<file path="config.mk">
export PLATFORM = sky130hd
export DESIGN_NAME = fifo2_ctrl
export DESIGN_NICKNAME = d
export VERILOG_FILES = /design/src/rtl/fifo2_ctrl.sv
export SDC_FILE = /design/constraint.sdc
export NUM_CORES = 1
export LEC_CHECK = 0
export CAP_MARGIN = 20
export CORE_AREA = 2 2 40 42
export DETAILED_ROUTE_END_ITERATION = 16
export DIE_AREA = 0 0 42 44
export PLACE_DENSITY = 0.69
export SLEW_MARGIN = 30
export SYNTH_ARGS = -nofsm -noshare
export SYNTH_HDL_FRONTEND = slang
export SYNTH_SLANG_ARGS = --single-unit
</file>
<file path="constraint.sdc">
create_clock -name clk -period 1.8 [get_ports clk]
set_input_delay 0.54 -clock clk [delete_from_list [all_inputs] [get_ports clk]]
set_output_delay 0.54 -clock clk [all_outputs]
set_load 0.1 [all_outputs]
</file>
<file path="src/rtl/fifo2_ctrl.sv">
// fifo2_ctrl: arbitrates two 1-bit producers and one consumer onto an external 4-deep fifo2.
// Latency: grants and fifo2 strobes are combinational; rd_valid/rd_data follow a pop by one cycle.
// Backpressure: writes are held off while full (unless a pop frees a slot); reads are held off while empty.
module fifo2_ctrl #(
  parameter int DEPTH = 4,
  parameter int CNT_W = 3
) (
  input  logic             clk,
  input  logic             reset,
  input  logic [1:0]       wr_req,
  input  logic [1:0]       wr_data,
  input  logic             rd_req,
  input  logic             clr_req,
  input  logic             fifo_p,
  output logic             fifo_push,
  output logic             fifo_pop,
  output logic             fifo_clear,
  output logic             fifo_i,
  output logic [1:0]       wr_gnt,
  output logic             rd_gnt,
  output logic             rd_valid,
  output logic             rd_data,
  output logic [CNT_W-1:0] count,
  output logic             full,
  output logic             empty
);

  typedef enum logic {
    ST_INIT = 1'b0,
    ST_RUN  = 1'b1
  } state_t;

  localparam logic [CNT_W-1:0] DEPTH_C = CNT_W'(DEPTH);
  localparam logic [CNT_W-1:0] ONE_C   = CNT_W'(1);

  state_t           state_q, state_d;
  logic [CNT_W-1:0] count_q, count_d;
  logic             rr_q, rr_d;
  logic             rd_valid_q, rd_valid_d;

  logic             in_run;
  logic             flush;
  logic             pop_ok;
  logic             push_ok;
  logic             any_wr;
  logic             win;
  logic             push_en;

  // Decide which operations fifo2 may perform this cycle.
  // A flush (INIT or clr_req) suppresses every other operation.
  always_comb begin
    in_run  = (state_q == ST_RUN);
    flush   = ~in_run | clr_req;
    pop_ok  = ~flush & rd_req & (count_q != '0);
    // fifo2 pops before it pushes, so a full queue can still take a push alongside a pop.
    push_ok = ~flush & ((count_q < DEPTH_C) | pop_ok);
    any_wr  = |wr_req;
    // Producer 1 wins when it requests alone, or when both request and the pointer favours it.
    win     = wr_req[1] & (~wr_req[0] | rr_q);
    push_en = push_ok & any_wr;
  end

  // Drive the grant outputs and the fifo2 strobes.
  always_comb begin
    wr_gnt     = 2'b00;
    if (push_en) begin
      wr_gnt = win ? 2'b10 : 2'b01;
    end
    rd_gnt     = pop_ok;
    fifo_push  = push_en;
    fifo_pop   = pop_ok;
    fifo_clear = flush;
    fifo_i     = push_en & wr_data[win];
  end

  // Next-state values: FSM, occupancy, round-robin pointer and read-valid.
  always_comb begin
    state_d    = ST_RUN;
    rr_d       = rr_q;
    count_d    = count_q;
    rd_valid_d = pop_ok;
    if (push_en) begin
      // The pointer always moves past the last winner, contested or not.
      rr_d = ~win;
    end
    if (flush) begin
      count_d = '0;
    end else if (push_en && !pop_ok) begin
      count_d = count_q + ONE_C;
    end else if (pop_ok && !push_en) begin
      count_d = count_q - ONE_C;
    end
  end

  // State registers; reset lands in INIT so the first cycle flushes fifo2.
  always_ff @(posedge clk or posedge reset) begin
    if (reset) begin
      state_q    <= ST_INIT;
      count_q    <= '0;
      rr_q       <= 1'b0;
      rd_valid_q <= 1'b0;
    end else begin
      state_q    <= state_d;
      count_q    <= count_d;
      rr_q       <= rr_d;
      rd_valid_q <= rd_valid_d;
    end
  end

  // Status outputs derived from the registered occupancy.
  always_comb begin
    count    = count_q;
    full     = (count_q == DEPTH_C);
    empty    = (count_q == '0);
    rd_valid = rd_valid_q;
    rd_data  = fifo_p;
  end

  // Safety properties on the strobes handed to fifo2.
  a_no_overflow : assert property (@(posedge clk) disable iff (reset)
    (fifo_push && !fifo_pop) |-> (count_q < DEPTH_C));
  a_no_underflow : assert property (@(posedge clk) disable iff (reset)
    fifo_pop |-> (count_q != '0));
  a_gnt_onehot : assert property (@(posedge clk) disable iff (reset)
    $onehot0(wr_gnt));
  a_clear_excl : assert property (@(posedge clk) disable iff (reset)
    fifo_clear |-> !(fifo_push || fifo_pop));
  a_count_range : assert property (@(posedge clk) disable iff (reset)
    count_q <= DEPTH_C);

endmodule

</file>
## Word-level counts from Yosys, hierarchy flattened

Cells that the tools add are included.

| operators by class | value |
|---|---|
| $mul | 0 |
| div/mod/pow operators | 0 |
| $lt $le $gt $ge | 2 |
| equality and inequality tests | 1 |
| add/subtract/negate cells | 2 |
| mux-type cells | 7 |
| reductions and logical operators | 8 |
| shifts and indexed selects | 0 |
| bitwise operators | 13 |

Operators by type and width:

| cell | count |
|---|---|
| $mux W3 | 3 |
| $and A1 B1 Y1 | 6 |
| $reduce_bool A3 Y1 | 2 |
| $mux W2 | 2 |
| $not A1 Y1 | 4 |
| $add A3 B1 Y3 const B | 1 |
| $eq A3 B3 Y1 const B | 1 |
| $logic_not A3 Y1 | 1 |
| $lt A3 B3 Y1 const B | 1 |
| $or A1 B1 Y1 | 3 |
| $sub A3 B1 Y3 const B | 1 |
| $logic_and A1 B1 Y1 | 2 |
| $logic_not A1 Y1 | 2 |
| $lt A1 B2 Y1 const B | 1 |
| $mux W1 | 2 |
| $reduce_or A2 Y1 | 1 |

| word-level totals | value |
|---|---|
| memory bits (read-only) | 0 |
| memories | 0 |
| input bits | 9 |
| flip-flop bits (word level) | 6 |
| bits in latches | 0 |
| memory bits (writable) | 0 |
| output and inout bits | 14 |
| logic and storage cells | 37 |

## Logic depth before layout (Yosys ltp)

| depth | value |
|---|---|
| word-level depth | 13 |
| depth in mapped cells | 8 |
| depth with buffers taken out | 8 |

## Least setup slack after synthesis

No wires, ideal clock.

| timing | value |
|---|---|
| path kind | reg2out |
| start | register count_q[2] (netlist: count[2]) |
| end | output port fifo_i |
| cell stages (with the launch flop) | 4 |
| path slack | -2.220 ns |
| arrival time | 3.480 ns |
| buffers on the path | 1 |
| path through | dfrtp_1 > buf_6 > a21oi_1 > a21boi_0 |

| between the ends | value |
|---|---|
| longest elaborated chain between the ends | 6 |
| elaborated cells between the ends (all ways) | 7 |
| classes of those cells | order compare: 1; bitwise: 5; reduce/logical: 1 |

RTL lines:

| element | RTL line | text |
|---|---|---|
| from (decl) | 37 | `logic [CNT_W-1:0] count_q, count_d;` |
| from (signal assigned) | 104 | `count_q <= count_d;` |
| parallel branches: the longest is 2 deep, another holds $lt A3 B3 Y1 | - |  |
| $or A1 B1 Y1 * | 56 | `push_ok = ~flush & ((count_q < DEPTH_C) \| pop_ok);` |
| $and A1 B1 Y1 * | 56 |  |
| $and A1 B1 Y1 * | 60 | `push_en = push_ok & any_wr;` |
| $and A1 B1 Y1 * | 73 | `fifo_i = push_en & wr_data[win];` |
| to (decl) | 18 | `output logic fifo_i,` |

Mark *: on every way between the ends.

## Final worst setup path

| timing | value |
|---|---|
| start | input port wr_req[1] |
| end | output port fifo_i |

| between the ends | value |
|---|---|
| longest elaborated chain between the ends | 4 |
| elaborated cells between the ends (all ways) | 6 |
| classes of those cells | mux: 2; bitwise: 3; reduce/logical: 1 |

RTL lines:

| element | RTL line | text |
|---|---|---|
| from (decl) | 10 | `input logic [1:0] wr_req,` |
| $and A1 B1 Y1 | 59 | `win = wr_req[1] & (~wr_req[0] \| rr_q);` |
| $mux W1 (implied by the code) (2 in series) | 73 |  |
| $and A1 B1 Y1 * | 73 |  |

Mark *: on every way between the ends. The rest lies on a longest branch, timed or not. The select of a mux whose other input is x is not followed.

==> run_results.csv <==
group,metric,value,unit
drt,dr.max_layer_used,"met4",
clock_network,cts_root_buf,"clkbuf_4",
clock_network,cts_hold_buf,0,
drt,met3_length,75,um
cells_and_area,drive_above_1_share,75.26,%
power,p_int,0.0003733,W
placed_design,place_congestion,0.7988,
drt,routed_wl,2.175,mm
power,p_comb_share,54.3,%
cells_and_area,nets,109,
status,status,"finished, violations left",
synth,ys_warn_count,0,
setup_path,r2r_start,"count[2]",
clock_network,clkTransAtPathRegs,0.05,ns
sta,setup_ws,-0.1830,ns
power,p_sw,0.0002569,W
die,core,1419,um2
clock_network,cts.sink_count,6,
synth,synth_top_area_share,33.80,%
min_path,hp-class,"in -> async",
setup_path,worst-endpoint-required,1.26,ns
placed_design,dpl.hpwl,1.264,mm
synth,yosysUniqueCellTypes,29,
setup_path,endpoint,"fifo_i",
drt,met1Wirelength,901,um
power,power.share.clock,20.3,%
clock_network,numCtsBuffers,3,
drt,drt_iter0_markers,9,
setup_path,reg2reg_to,"count[2]",
die,dieArea,1848,um2
sta,whs,0.5073,ns
die,initial_core_util,31.31,%
sta,rsz0062_at_grt,"yes",
clock_network,clockBufferDepth,2,
drt,drc_errors,0,
status,violations,"negative setup slack",
cells_and_area,area_growth,172.4,%
setup_path,crit_type,"in -> out",
global_route,grt.total_usage,24.08,%
drt,vias_per_cell,5.248,
synth,syn-instance-count,49,
global_route,antenna_found_initial,0,
setup_path,cp-start-kind,"primary input",
power,ir_worst_vdd,351.9,uV
cells_and_area,fillers,64,
power,cellPowerDensity,520.9,nW/um2
die,placementRows,14,
sta,setup_violations,9,
synth,yosysSeqAreaShare,33.80,%
cells_and_area,n_antenna_cell,0,
sta,slew_viol_final,0,
die,die_w,42,um
setup_path,r2r_cells,8,
synth,syn-cell-area,444.2,um2
power,p_seq_share,25.4,%
setup_path,cp-end-kind,"primary output",
placed_design,io_buffers,20,
job,maxCapViolCount,0,
synth,synth-seq-cells,6,
cells_and_area,seq_area,152.6,um2
clock_network,htreeDepth,1,
synth,synth_fp_nets,59,
setup_path,cp.arrival,1.44,ns
drt,firstDrtPassIters,4,
synth,ys_top_cells_by_area,"dfrtp_1, o31ai_1, a211oi_4, fa_1, a21oi_1",
global_route,grt_max_degree,7,
placed_design,place_ws,-0.7054,ns
global_route,grt.overflow.total,0,
power,sw_frac_of_total,40.76,%
cells_and_area,multi_input_area,395.4,um2
cells_and_area,finish.utilization,85.27,%
die,io_pins,23,
clock_network,cts_tree,"done",
die,die_h,44,um
sta,finClkSkew,0.005736,ns
sta,fmax,504.3,MHz
synth,avgSynthCellArea,9.065,um2
sta,period_minus_slack,1.983,ns
power,p_leak,0.5333,nW
clock_network,clkLatencyLatePin,0.25,ns
global_route,grt_pass1_wl,3.167,mm
drt,via_count,593,
global_route,grt_pass1_vias,631,
setup_path,cp_max_fo,3,
drt,routedWlPerCell,19.25,um
drt,ant_nets,0,
setup_path,reg2reg_slack,-0.14,ns
drt,routed-wl-met2,1.093,mm
setup_path,crit_start,"wr_req[1]",
sta,finalHoldViolations,0,
power,p_total,0.0006302,W
synth,yosysTopAreaCell,"dfrtp_1",
sta,min_period_over_period,110.2,%
## synth_stat cells, drive strengths merged
cell and number:
nor2 4, a21boi 1, a211oi 1, and3 2, nand4 2, nand3 2, o22ai 1, a22oi 1
fa 1, a21oi 3, nor4b 1, nand2 2, dfrtp 6, a31oi 1, nor2b 1, conb 1
inv 5, mux2i 1, or2 1, o31ai 3, or3 1, a211o 1, nand2b 1, and2 2
xor2 1, buf 3
## metrics by stage
step | TNS, ns | cell area, um2 | cells
after CTS | -1.032 | 1137 | 110
after detailed placement | -5.804 | 963.4 | 100
after global placement | -5.441 | 963.4 | 100
after floorplan | -6.790 | 491.7 | 49
final | -1.263 | 1210 | 113
after global routing | -1.522 | 1210 | 113
## critical path, cell delays in order
cell	delay, ns
clkdlybuf4s15_2	0.22
buf_6	0.14
nand2_4	0.06
nand3_2	0.09
a21boi_4	0.19
buf_12	0.19
## cell type report
| type | count | area share, % |
|---|---|---|
| Tap cell | 16 | 1.655 |
| Clock buffer | 3 | 1.861 |
| Sequential cell | 6 | 12.62 |
| Timing Repair Buffer | 48 | 48.81 |
| Multi-Input combinational cell | 35 | 32.68 |
| Inverter | 5 | 2.378 |
## power by group through the flow
stage	sequential (W)	clock, W	combinational, W
final	0.000160	0.000128	0.000342
after global routing	0.000161	0.000139	0.000352
after CTS	0.000157	0.000131	0.000310
after detailed placement	0.000156	0	0.000274
after global placement	0.000156	0	0.000267
after floorplan	0.000175	0	0.000146
## cell usage in the layout (no fill, tap or decap), types with 2 or more instances in the layout
master | Yosys | routed
dfrtp_2 | 0 | 2
clkdlybuf4s15_2 | 0 | 2
a21oi_1 | 3 | 2
clkbuf_4 | 0 | 3
nand4_1 | 2 | 2
o31ai_4 | 0 | 2
and3_4 | 0 | 2
buf_6 | 1 | 6
buf_4 | 2 | 21
buf_12 | 0 | 15
and2_4 | 0 | 2
inv_1 | 4 | 3
nor2_4 | 0 | 4
dfrtp_1 | 6 | 4
dlygate4sd2_1 | 0 | 2
## kinds of logic (layout without fill, tap and decap cells)
logic type | count (synthesis) | in the layout | synth area share (%)
other | 1 | 1 | 0.8443
multiplexers | 1 | 1 | 2.254
XOR/XNOR | 1 | 1 | 1.972
flip-flops | 6 | 6 | 33.80
AND/OR/NAND/NOR | 19 | 19 | 25.35
AO/OA/AOI/OAI | 12 | 12 | 21.13
adder cells (fa/ha/maj) | 1 | 1 | 4.507
buffers and inverters | 8 | 56 | 10.14
## per-layer routing
| metal | vias to the layer above | global-route usage [%] |
|---|---|---|
| li1 | 267 | - |
| met1 | 293 | 30.10 |
| met2 | 25 | 38.44 |
| met3 | 8 | 3.750 |
| met4 | 0 | 16.13 |
| met5 | - | 0 |
## registers in the layout, indices dropped and copies added, names as in the netlist
| register | flops |
|---|---|
| in_run | 1 |
| rd_valid | 1 |
| rr_q | 1 |
| count | 3 |
## timing repair
| action | CTS | global route |
|---|---|---|
| endpoints found under the setup margin | 12 | 10 |
| resized for setup | 41 | 10 |
| pin swaps | 7 | 6 |
| cloned | 0 | 0 |
| setup buffers | 8 | 3 |
## how the worst min path moves through the flow
stage / to / slack [ns]
2_1_floorplan: count[1] / 0.33
3_3_place_gp: rr_q / 0.50
3_5_place_dp: rr_q / 0.51
4_1_cts: rr_q / 0.50
5_1_grt: rr_q / 0.53
6_report: rr_q / 0.51
Note: power is estimated with default switching activity, not from simulation.
